**config.mk**
```make
export PLATFORM = sky130hd
export DESIGN_NAME = pc_sequencer
export DESIGN_NICKNAME = d
export VERILOG_FILES = /design/src/rtl/pc_seq_pkg.sv /design/src/rtl/pc_target_calc.sv /design/src/rtl/pc_sequencer.sv
export SDC_FILE = /design/constraint.sdc
export NUM_CORES = 1
export LEC_CHECK = 0
export BUFFER_PORTS_ARGS = -buffer_cell sky130_fd_sc_hd__buf_4
export CORE_MARGIN = 2
export CORE_UTILIZATION = 46
export CTS_BUF_LIST = sky130_fd_sc_hd__clkbuf_4 sky130_fd_sc_hd__clkbuf_8 sky130_fd_sc_hd__clkbuf_16
export DETAILED_ROUTE_END_ITERATION = 7
export PLACE_DENSITY = 0.8
export SKIP_CTS_REPAIR_TIMING = 1
export SYNTH_ARGS = -nofsm -noshare
export SYNTH_HDL_FRONTEND = slang
export SYNTH_SLANG_ARGS = --single-unit
export TNS_END_PERCENT = 30
```
**constraint.sdc**
```tcl
create_clock -name clk -period 1.8 [get_ports clk]
set_clock_uncertainty 0.05 [all_clocks]
set_input_delay 0.18 -clock clk [delete_from_list [all_inputs] [get_ports clk]]
set_output_delay 0.18 -clock clk [all_outputs]
set_load 0.005 [all_outputs]
```
**src/rtl/pc_seq_pkg.sv**
```systemverilog
// rtl/pc_seq_pkg.sv - shared types and constants for the program-counter sequencer
package pc_seq_pkg;

  // Sequencer states: BOOT after reset, RUN while fetching, BUBBLE after a redirect, HALT when frozen
  typedef enum logic [1:0] {
    ST_BOOT   = 2'd0,
    ST_RUN    = 2'd1,
    ST_BUBBLE = 2'd2,
    ST_HALT   = 2'd3
  } pc_state_e;

  // Which source won the redirect priority mux this cycle
  typedef enum logic [1:0] {
    SRC_NONE = 2'd0,
    SRC_BR   = 2'd1,
    SRC_JMP  = 2'd2,
    SRC_EXC  = 2'd3
  } redir_src_e;

  // Default instruction size and its alignment bit count
  localparam int DEF_INSTR_BYTES = 4;

  // log2 of a power-of-two instruction size; 1 byte gives 0 alignment bits
  function automatic int align_bits(input int bytes);
    int n;
    n = 0;
    while ((1 << n) < bytes) n++;
    return n;
  endfunction

  localparam int ALIGN_BITS = align_bits(DEF_INSTR_BYTES);

endpackage

```
**src/rtl/pc_target_calc.sv**
```systemverilog
// rtl/pc_target_calc.sv - redirect priority mux, branch adder and alignment check
module pc_target_calc
  import pc_seq_pkg::*;
#(
  parameter int              PC_W        = 10,
  parameter int              INSTR_BYTES = 4,
  parameter int              OFS_W       = 8,
  parameter logic [PC_W-1:0] VECTOR_PC   = PC_W'(12'h180)
) (
  input  logic              exc_valid,
  input  logic              jmp_valid,
  input  logic [PC_W-1:0]   jmp_target,
  input  logic              br_taken,
  input  logic [PC_W-1:0]   br_base,
  input  logic [OFS_W-1:0]  br_ofs,
  output redir_src_e        src,
  output logic [PC_W-1:0]   target,
  output logic              misaligned
);

  localparam int              SHIFT      = align_bits(INSTR_BYTES);
  localparam logic [PC_W-1:0] ALIGN_MASK = PC_W'(INSTR_BYTES - 1);
  localparam logic [PC_W-1:0] INCR       = PC_W'(INSTR_BYTES);

  logic [31:0]     ofs_sx;
  logic [PC_W-1:0] ofs_bytes;
  logic [PC_W-1:0] br_target;
  logic [PC_W-1:0] raw_target;

  // Word offset is sign-extended then scaled to bytes; the sum wraps modulo 2^PC_W
  assign ofs_sx    = {{(32-OFS_W){br_ofs[OFS_W-1]}}, br_ofs};
  assign ofs_bytes = PC_W'(ofs_sx << SHIFT);
  assign br_target = br_base + INCR + ofs_bytes;

  // Priority mux: exception beats jump beats branch
  always_comb begin
    src        = SRC_NONE;
    raw_target = '0;
    if (exc_valid) begin
      src        = SRC_EXC;
      raw_target = VECTOR_PC;
    end else if (jmp_valid) begin
      src        = SRC_JMP;
      raw_target = jmp_target;
    end else if (br_taken) begin
      src        = SRC_BR;
      raw_target = br_target;
    end
  end

  // Low bits are cleared before loading; any set bit is reported as misaligned
  assign target     = raw_target & ~ALIGN_MASK;
  assign misaligned = |(raw_target & ALIGN_MASK);

endmodule

```
**src/rtl/pc_sequencer.sv**
```systemverilog
// rtl/pc_sequencer.sv - program-counter state machine and PC register for the fetch front end
module pc_sequencer
  import pc_seq_pkg::*;
#(
  parameter int              PC_W        = 10,
  parameter int              INSTR_BYTES = 4,
  parameter int              OFS_W       = 8,
  parameter logic [PC_W-1:0] RESET_PC    = '0,
  parameter logic [PC_W-1:0] VECTOR_PC   = PC_W'(12'h180)
) (
  input  logic              clk,
  input  logic              rst_n,
  input  logic              fetch_ready,
  input  logic              halt,
  input  logic              resume,
  input  logic              br_taken,
  input  logic [PC_W-1:0]   br_base,
  input  logic [OFS_W-1:0]  br_ofs,
  input  logic              jmp_valid,
  input  logic [PC_W-1:0]   jmp_target,
  input  logic              exc_valid,
  output logic [PC_W-1:0]   pc_out,
  output logic [PC_W-1:0]   npc_out,
  output logic              pc_valid,
  output logic              misalign
);

  localparam logic [PC_W-1:0] INCR = PC_W'(INSTR_BYTES);

  pc_state_e       state;
  logic [PC_W-1:0] pc;
  redir_src_e      redir_src;
  logic [PC_W-1:0] redir_target;
  logic            redir_misaligned;
  logic            redirect;

  pc_target_calc #(
    .PC_W        (PC_W),
    .INSTR_BYTES (INSTR_BYTES),
    .OFS_W       (OFS_W),
    .VECTOR_PC   (VECTOR_PC)
  ) u_target_calc (
    .exc_valid  (exc_valid),
    .jmp_valid  (jmp_valid),
    .jmp_target (jmp_target),
    .br_taken   (br_taken),
    .br_base    (br_base),
    .br_ofs     (br_ofs),
    .src        (redir_src),
    .target     (redir_target),
    .misaligned (redir_misaligned)
  );

  assign redirect = (redir_src != SRC_NONE);

  // State machine and PC register; a redirect wins over halt, resume and back-pressure in every state
  always_ff @(posedge clk or negedge rst_n) begin
    if (!rst_n) begin
      state    <= ST_BOOT;
      pc       <= RESET_PC;
      pc_valid <= 1'b0;
      misalign <= 1'b0;
    end else begin
      misalign <= 1'b0;
      if (redirect) begin
        pc       <= redir_target;
        state    <= ST_BUBBLE;
        pc_valid <= 1'b0;
        misalign <= redir_misaligned;
      end else begin
        case (state)
          ST_BOOT: begin
            state    <= ST_RUN;
            pc_valid <= 1'b1;
          end
          ST_RUN: begin
            if (halt) begin
              state    <= ST_HALT;
              pc_valid <= 1'b0;
            end else if (fetch_ready) begin
              pc <= pc + INCR;
            end
          end
          ST_BUBBLE: begin
            state    <= ST_RUN;
            pc_valid <= 1'b1;
          end
          ST_HALT: begin
            if (resume && !halt) begin
              state    <= ST_RUN;
              pc_valid <= 1'b1;
            end
          end
          default: begin
            state    <= ST_BOOT;
            pc_valid <= 1'b0;
          end
        endcase
      end
    end
  end

  assign pc_out  = pc;
  assign npc_out = pc + INCR;

endmodule

```
==> impl_metrics.csv, run 1 <==
group,metric,value,unit
outcome,outcome,"finished clean",
clock_network,clkSinkCount,12,
logic_synthesis,async_reset_ff_share,100,%
detailed_routing,drt-wirelength-per-cell,13.0,um
logic_synthesis,synth_cell_types,41,
detailed_routing,postRouteAntennaNets,0,
sta,drv_slew,0,
global_routing,gr-usage-all-layers,22.9,%
global_routing,antenna_found_initial,0,
logic_synthesis,synth_warnings,0,
global_routing,grt_max_degree,18,
logic_synthesis,ys_ff_latch,12,
logic_synthesis,synth_edf_count,0,
worst_setup_path,cp_max_fo,2,
layout,syn_to_final_growth,44.9,%
global_routing,grt_pass1_wl,5.07,mm
sta,setup_viol,0,
sta,period_needed,1.77,ns
logic_synthesis,synth_area,0.00118,mm^2
worst_setup_path,cp_data_arrival_time,1.91,ns
logic_synthesis,ys_top_cells_by_area,"dfrtp_1 (25%), ha_1 (15%), xnor2_1 (5.9%)",
floorplanning,die_w,54.7,um
floorplanning,num_rows,18,
layout,drive_above_1_share,40.1,%
worst_setup_path,crit_type,"in -> reg",
sta,finalHoldViolCount,0,
worst_setup_path,crit_path_end_kind,"flip-flop",
detailed_routing,drc,0,
sta,rsz0062_at_grt,"true",
clock_network,clk_latency,0.27,ns
logic_synthesis,synth_common_cells,"ha_1 (14), dfrtp_1 (12), inv_1 (11)",
floorplanning,die_h,54.7,um
global_routing,grt_pass1_vias,1217,
placement,post_dp_cell_area,0.00164,mm^2
layout,finalInstanceArea,0.00171,mm^2
flow_run,maxCapViolations,0,
placement,dp_hpwl,2.41,mm
logic_synthesis,syn_inst,138,
clock_network,cts_tree,"done",
clock_network,numCtsBuffers,3,
detailed_routing,via_per_inst,5.37,
floorplanning,initial_core_util,48.2,%
sta,max_freq,566,MHz
detailed_routing,drt_first_pass_iters,4,
clock_network,clk_path_buf_depth,2,
floorplanning,coreArea,0.00245,mm^2
placement,portBuffers,53,
logic_synthesis,ys.flop_type,"dfrtp_1",
layout,final_cells,227,
detailed_routing,drt_iter0_markers,19,
logic_synthesis,yosysSeqAreaShare,25.4,%
detailed_routing,vias,1218,
floorplanning,ios,58,
global_routing,gr-total-overflow,0,
clock_network,clockRootBuffer,"clkbuf_4",
worst_setup_path,worstPathRequired,1.94,ns
sta,finalSetupTns,0,ns
logic_synthesis,synth_top_cell_by_area,"dfrtp_1",
worst_setup_path,startpoint_type,"input port",
clock_network,clkTransAtPathRegs,0.08,ns
power_and_ir_drop,power,0.933,mW
detailed_routing,finalWirelength,2.96,mm
hold_path,hp-class,"in -> reg",
layout,antenna_cells,0,
placement,gp_congestion,0.799,
sta,hold_ws,0.0949,ns
placement,dp_slack,-0.302,ns
layout,utilization,69.8,%
power_and_ir_drop,ir_drop,0.618,mV
clock_network,cts_max_level,1,
floorplanning,die_area,0.00299,mm^2
logic_synthesis,synth_top_area_share,25.4,%
power_and_ir_drop,p_leak,0.840,nW
placement,place_inst,222,
logic_synthesis,yosysMostFrequentCell,"ha_1",
power_and_ir_drop,cellPowerDensity,544,mW/mm^2
sta,setup_slack,0.0322,ns
sta,period_share,98.2,%
layout,nets,249,
logic_synthesis,synth.avg_cell_area,8.57,um^2
[kinds of logic after synthesis]
| family | share of synthesized area (%) |
|---|---|
| buffers and inverters | 7.94 |
| and+or+nand+nor | 18.1 |
| AOI/OAI and AO/OA | 21.3 |
| muxes | 0.847 |
| adders and majority gates | 16.5 |
| DFF | 25.4 |
| other | 0.317 |
| xor gates and xnor gates | 9.63 |
[critical path: stages]
cell and delay [ns]:
buf_4 0.11, ha_1 0.33, ha_4 0.23, a211oi_2 0.26
o21bai_1 0.11, a211o_1 0.29, a31o_1 0.21, a32oi_1 0.19
[where the power goes]
part	total (mW)	switching [mW]	internal, mW
Combinational	0.400	0.174	0.227
Sequential	0.320	0.0294	0.291
Clock	0.212	0.0891	0.123
[placed cells by master, fill, tap and decap left out, drive strengths merged, types with 6 or more instances in the layout]
master and count:
ha 14, buf 59, xnor2 8, nand2 9
nor2 8, o21ai 9, dfrtp 12, inv 11
a21oi 8, a211oi 6, nand3 8
[final cells by class]
type / count / area [um^2]
flip-flops and latches: 12 / 302
well taps: 30 / 37.5
multi-input cells: 110 / 843
repair buffers: 60 / 453
inverters: 11 / 41.3
fillers: 198 / 742
clock buffers: 4 / 36.3
[metal layers]
layer | global-route usage, % | wire length, um | vias up
li1 | - | - | 605
met1 | 27.4 | 1250 | 560
met2 | 41.7 | 1490 | 49
met3 | 5.46 | 194 | 4
met4 | 3.33 | 26 | 0
met5 | 0 | 0 | -
[final timing paths]
check	startpoint	slack [ns]	cells past startpoint	end
setup reg to reg	pc_out[3]	0.21	6	pc_out[6]
setup / recovery	br_base[4]	0.03	8	pc_out[8]
hold / removal	jmp_target[7]	0.09	3	pc_out[7]
min in group asynchronous	rst_n	0.22	2	pc_valid
hold reg to reg	state[0]	0.51	2	state[1]
max in group asynchronous	rst_n	1.30	2	pc_out[3]
[registers in the layout, indices dropped and copies added (netlist names)]
name,count
pc_out,8
misalign,1
state,2
pc_valid,1
(Power assumes the default switching activity.)
==> run 2, diff against run 1 <==
--- a/config.mk
+++ b/config.mk
@@ -6,11 +6,13 @@
 export NUM_CORES = 1
 export LEC_CHECK = 0
 export BUFFER_PORTS_ARGS = -buffer_cell sky130_fd_sc_hd__buf_4
+export CELL_PAD_IN_SITES_DETAIL_PLACEMENT = 1
+export CELL_PAD_IN_SITES_GLOBAL_PLACEMENT = 2
 export CORE_MARGIN = 2
-export CORE_UTILIZATION = 46
+export CORE_UTILIZATION = 25
 export CTS_BUF_LIST = sky130_fd_sc_hd__clkbuf_4 sky130_fd_sc_hd__clkbuf_8 sky130_fd_sc_hd__clkbuf_16
 export DETAILED_ROUTE_END_ITERATION = 7
-export PLACE_DENSITY = 0.8
+export PLACE_DENSITY_LB_ADDON = 0.1
 export SKIP_CTS_REPAIR_TIMING = 1
 export SYNTH_ARGS = -nofsm -noshare
 export SYNTH_HDL_FRONTEND = slang
==> impl_metrics.csv, run 2 (synthesis results as in run 1) <==
group,metric,value,unit
global_routing,antenna_found_initial,0,
clock_network,clk_latency,0.24,ns
global_routing,gr-usage-met1,18.4,%
hold_path,hp-class,"in -> reg",
sta,drv_slew,0,
layout,layout_common_cells,"buf_4 (61), dfrtp_1 (12), inv_1 (10), nand2_1 (9), ha_1 (9)",
clock_network,numCtsBuffers,3,
detailed_routing,via_per_inst,4.92,
placement,place_inst,248,
worst_setup_path,crit_type,"in -> reg",
sta,period_share,96.2,%
detailed_routing,drt_iter0_markers,53,
clock_network,clockRootBuffer,"clkbuf_8",
hold_path,hp-start,"jmp_target[7]",
global_routing,grt_util_met2,24.2,%
placement,post_dp_cell_area,0.00168,mm^2
worst_setup_path,cp_data_arrival_time,1.80,ns
worst_setup_path,reg2reg_depth,6,
global_routing,gr-total-overflow,0,
global_routing,gr-usage-all-layers,14.0,%
layout,nets,251,
clock_network,clkSinkCount,12,
placement,portBuffers,53,
worst_setup_path,ff2ff_setup_slack,0.22,ns
floorplanning,coreArea,0.00463,mm^2
floorplanning,die_area,0.00530,mm^2
flow_run,maxCapViolations,0,
sta,period_needed,1.73,ns
outcome,outcome,"finished clean",
layout,syn_to_final_growth,55.9,%
worst_setup_path,startpoint_type,"input port",
sta,setup_viol,0,
floorplanning,ios,58,
clock_network,cts_tree,"done",
worst_setup_path,cp_max_fo,3,
floorplanning,die_h,72.8,um
worst_setup_path,crit_path_end_kind,"flip-flop",
layout,antenna_cells,0,
layout,utilization,39.8,%
detailed_routing,finalWirelength,3.73,mm
hold_path,hold_end,"pc_out[7]",
placement,gp_congestion,0.723,
power_and_ir_drop,cellPowerDensity,558,mW/mm^2
detailed_routing,drt-wirelength-per-cell,14.8,um
layout,final_common_cell,"buf_4",
detailed_routing,drt_first_pass_iters,4,
hold_path,whs_path_depth,3,
worst_setup_path,worstPathRequired,1.87,ns
layout,largest_reg_flops,8,
global_routing,busiest_layer,"met2",
floorplanning,initial_core_util,25.5,%
detailed_routing,postRouteAntennaNets,0,
worst_setup_path,crit_slowest_cell,"fa_2",
clock_network,clk_path_buf_depth,2,
layout,finalInstanceArea,0.00184,mm^2
floorplanning,num_rows,25,
placement,dp_hpwl,3.00,mm
global_routing,grt_max_degree,18,
detailed_routing,drc,0,
floorplanning,die_w,72.8,um
sta,hold_ws,0.130,ns
sta,max_freq,578,MHz
worst_setup_path,path_cells,"buf_4 -> ha_4 -> ha_4 -> inv_1 -> fa_2 -> nor2b_4 -> o31a_4 -> o22ai_4 -> xnor2_2 -> o21ai_1",
clock_network,cts_max_level,1,
detailed_routing,vias,1239,
global_routing,grtUsageMet3,3.45,%
global_routing,grt_pass1_wl,5.87,mm
power_and_ir_drop,p_leak,0.868,nW
clock_network,clkTransAtPathRegs,0.05,ns
sta,finalHoldViolCount,0,
worst_setup_path,reg2reg_from,"pc_out[2]",
power_and_ir_drop,power,1.03,mW
worst_setup_path,crit_top_cell,"ha_4",
layout,final_cells,252,
worst_setup_path,r2r-end,"pc_out[6]",
power_and_ir_drop,ir_drop,0.199,mV
worst_setup_path,slowest_delay,0.41,ns
global_routing,grt_pass1_vias,1273,
layout,drive_above_1_share,43.4,%
==> run 2: cell count changes in the layout (fill, tap and decap cells not counted), sizes merged <==
cell and change:
buf +2, clkbuf -1
==> run 2: layout make-up <==
cell class,instances,area [um^2]
Multi-Input combinational cell,110,925
Fill cell,561,2790
Clock buffer,3,41.3
Sequential cell,12,300
Tap cell,54,67.6
Timing Repair Buffer,62,468
Inverter,11,41.3
==> run 2: per-stage QoR <==
step                setup TNS, ns  setup WS, ns
floorplan                 -0.0180       -0.0180
global placement            -1.14        -0.376
detailed placement          -1.36        -0.398
CTS                        -0.160        -0.150
global route              -0.0281       -0.0202
finish                          0        0.0691
==> run 2: worst max-delay path: cells and delay by family <==
kind / cells / cell delay (ns)
simple gates: 1 / 0.14
fa+ha+maj: 3 / 0.81
xor+xnor: 1 / 0.16
compound gates: 3 / 0.32
buf+inv: 2 / 0.18
==> run 2: worst max-delay path by stage <==
stage | from | to | slack [ns] | cells past startpoint
after floorplan | br_base[5] | pc_out[8] | -0.02 | 7
after global placement | br_base[3] | pc_out[9] | -0.38 | 10
after detailed placement | br_base[3] | pc_out[9] | -0.40 | 10
final | br_ofs[1] | pc_out[9] | 0.07 | 10
after global routing | br_ofs[1] | pc_out[9] | -0.02 | 10
after CTS | br_base[3] | pc_out[9] | -0.15 | 10
==> run 2: per-layer routing <==
metal	share of wire, %	vias to the layer above	wire, um
li1	-	602	-
met1	44	600	1640
met2	50	37	1880
met4	0	0	0
met5	0	-	0
met3	5.6	0	209
==> run 2: power by group <==
part	switching (mW)	leakage [nW]	total, mW	internal (mW)
Clock	0.0987	0.0216	0.246	0.148
Sequential	0.0286	0.148	0.320	0.291
Combinational	0.203	0.698	0.462	0.259
==> run 3, diff against run 2 <==
--- a/config.mk
+++ b/config.mk
@@ -8,11 +8,12 @@
 export BUFFER_PORTS_ARGS = -buffer_cell sky130_fd_sc_hd__buf_4
 export CELL_PAD_IN_SITES_DETAIL_PLACEMENT = 1
 export CELL_PAD_IN_SITES_GLOBAL_PLACEMENT = 2
+export CORE_ASPECT_RATIO = 1.25
 export CORE_MARGIN = 2
 export CORE_UTILIZATION = 25
 export CTS_BUF_LIST = sky130_fd_sc_hd__clkbuf_4 sky130_fd_sc_hd__clkbuf_8 sky130_fd_sc_hd__clkbuf_16
 export DETAILED_ROUTE_END_ITERATION = 7
-export PLACE_DENSITY_LB_ADDON = 0.1
+export PLACE_DENSITY = 0.89
 export SKIP_CTS_REPAIR_TIMING = 1
 export SYNTH_ARGS = -nofsm -noshare
 export SYNTH_HDL_FRONTEND = slang
==> impl_metrics.csv, run 3 (synthesis results as in run 1) <==
group,metric,value,unit
global_routing,gr-usage-all-layers,12.9,%
floorplanning,die_h,80.9,um
clock_network,clockRootBuffer,"clkbuf_8",
detailed_routing,drt_first_pass_iters,4,
global_routing,grt_pass1_wl,5.40,mm
layout,largest_reg_flops,8,
power_and_ir_drop,ir_drop,0.195,mV
worst_setup_path,cp_data_arrival_time,1.83,ns
layout,fillCellCount,577,
clock_network,clkSinkCount,12,
global_routing,grt_pass1_vias,1217,
power_and_ir_drop,switching_share,30.8,%
floorplanning,coreArea,0.00466,mm^2
flow_run,maxCapViolations,0,
power_and_ir_drop,cellPowerDensity,550,mW/mm^2
clock_network,clk_path_buf_depth,2,
sta,period_share,96.1,%
floorplanning,die_w,65.5,um
detailed_routing,vias,1231,
power_and_ir_drop,p_sw,0.313,mW
clock_network,numCtsBuffers,3,
clock_network,cts_max_level,1,
global_routing,grt_max_degree,18,
power_and_ir_drop,power.share.sequential,31.2,%
clock_network,clkTransAtPathRegs,0.05,ns
detailed_routing,finalWirelength,3.30,mm
power_and_ir_drop,intPower,0.703,mW
placement,gp_congestion,0.718,
floorplanning,die_area,0.00530,mm^2
layout,drive_above_1_share,43.2,%
sta,period_needed,1.73,ns
placement,portBuffers,53,
layout,multiInputGateArea,902,um^2
worst_setup_path,cp_max_fo,3,
placement,dp_slack,-0.320,ns
clock_network,clk_latency,0.24,ns
floorplanning,initial_core_util,25.4,%
global_routing,antenna_found_initial,0,
sta,drv_slew,0,
detailed_routing,postRouteAntennaNets,0,
sta,max_freq,578,MHz
clock_network,cts_tree,"done",
layout,register_area,300,um^2
layout,antenna_cells,0,
layout,syn_to_final_growth,56.3,%
global_routing,gr-total-overflow,0,
layout,final_common_cell,"buf_4",
worst_setup_path,crit_type,"in -> reg",
detailed_routing,via_per_inst,4.75,
sta,finalSetupTns,0,ns
detailed_routing,drt_iter0_markers,21,
power_and_ir_drop,combPwrFrac,45.2,%
sta,finalHoldViolCount,0,
floorplanning,ios,58,
outcome,outcome,"finished clean",
floorplanning,num_rows,28,
placement,dp_hpwl,2.80,mm
detailed_routing,drc,0,
worst_setup_path,crit_path_end_kind,"flip-flop",
power_and_ir_drop,p_clk_share,23.6,%
power_and_ir_drop,p_leak,0.867,nW
worst_setup_path,worstPathRequired,1.91,ns
hold_path,hp-class,"in -> reg",
sta,setup_viol,0,
layout,nets,252,
layout,layout_common_cells,"buf_4 (61), dfrtp_1 (12), inv_1 (9), nand2_1 (9), ha_1 (9)",
worst_setup_path,startpoint_type,"input port",
detailed_routing,drt-wirelength-per-cell,12.7,um
sta,setup_slack,0.0709,ns
## run 3: power by group through the flow
| stage | combinational (mW) | clock [mW] | sequential (mW) |
|---|---|---|---|
| global route | 0.512 | 0.253 | 0.323 |
| finish | 0.459 | 0.240 | 0.318 |
| detailed placement | 0.403 | 0 | 0.323 |
| CTS | 0.405 | 0.248 | 0.318 |
| floorplan | 0.210 | 0 | 0.319 |
| global placement | 0.395 | 0 | 0.321 |
## run 3: cell type report
type | count | share of cell area, %
flip-flops and latches | 12 | 16.2
clock buffers | 3 | 2.23
repair buffers | 63 | 26.4
inverters | 11 | 2.23
well taps | 60 | 4.06
multi-input cells | 110 | 48.8
## run 3: routing by layer
layer	wire length (um)	global-route usage [%]	up-vias
li1	-	-	604
met1	1340	15.1	589
met2	1780	24.8	34
met3	129	1.11	4
met4	44	3.75	0
met5	0	0	-
## run 3: stage by stage
step / total power, mW / area, um^2 / util [%] / hold WS, ns / std cells
after global placement: 0.716 / 1690 / 36.3 / -0.0207 / 254
after global routing: 1.09 / 1850 / 39.7 / 0.141 / 259
after detailed placement: 0.725 / 1690 / 36.3 / -0.0191 / 254
after CTS: 0.971 / 1730 / 37.2 / -0.273 / 257
final: 1.02 / 1850 / 39.7 / 0.117 / 259
after floorplan: 0.529 / 1210 / - / -0.166 / 141
## run 3: worst paths after layout
check                             to  slack [ns]  cells after the start           from
max                        pc_out[8]        0.07                      8     br_base[5]
min                        pc_out[7]        0.12                      3  jmp_target[7]
max reg2reg                pc_out[6]        0.22                      6      pc_out[2]
min reg2reg                 state[1]        0.48                      2       state[0]
max in group asynchronous  pc_out[2]        1.27                      2          rst_n
min in group asynchronous  pc_out[9]        0.27                      2          rst_n
## run 3: worst max-delay path: stages
cell and delay (ns):
buf_4 0.11, ha_1 0.34, ha_4 0.21, a211oi_4 0.21, o21bai_1 0.10, a211o_1 0.29
a31o_1 0.21, a32oi_1 0.18
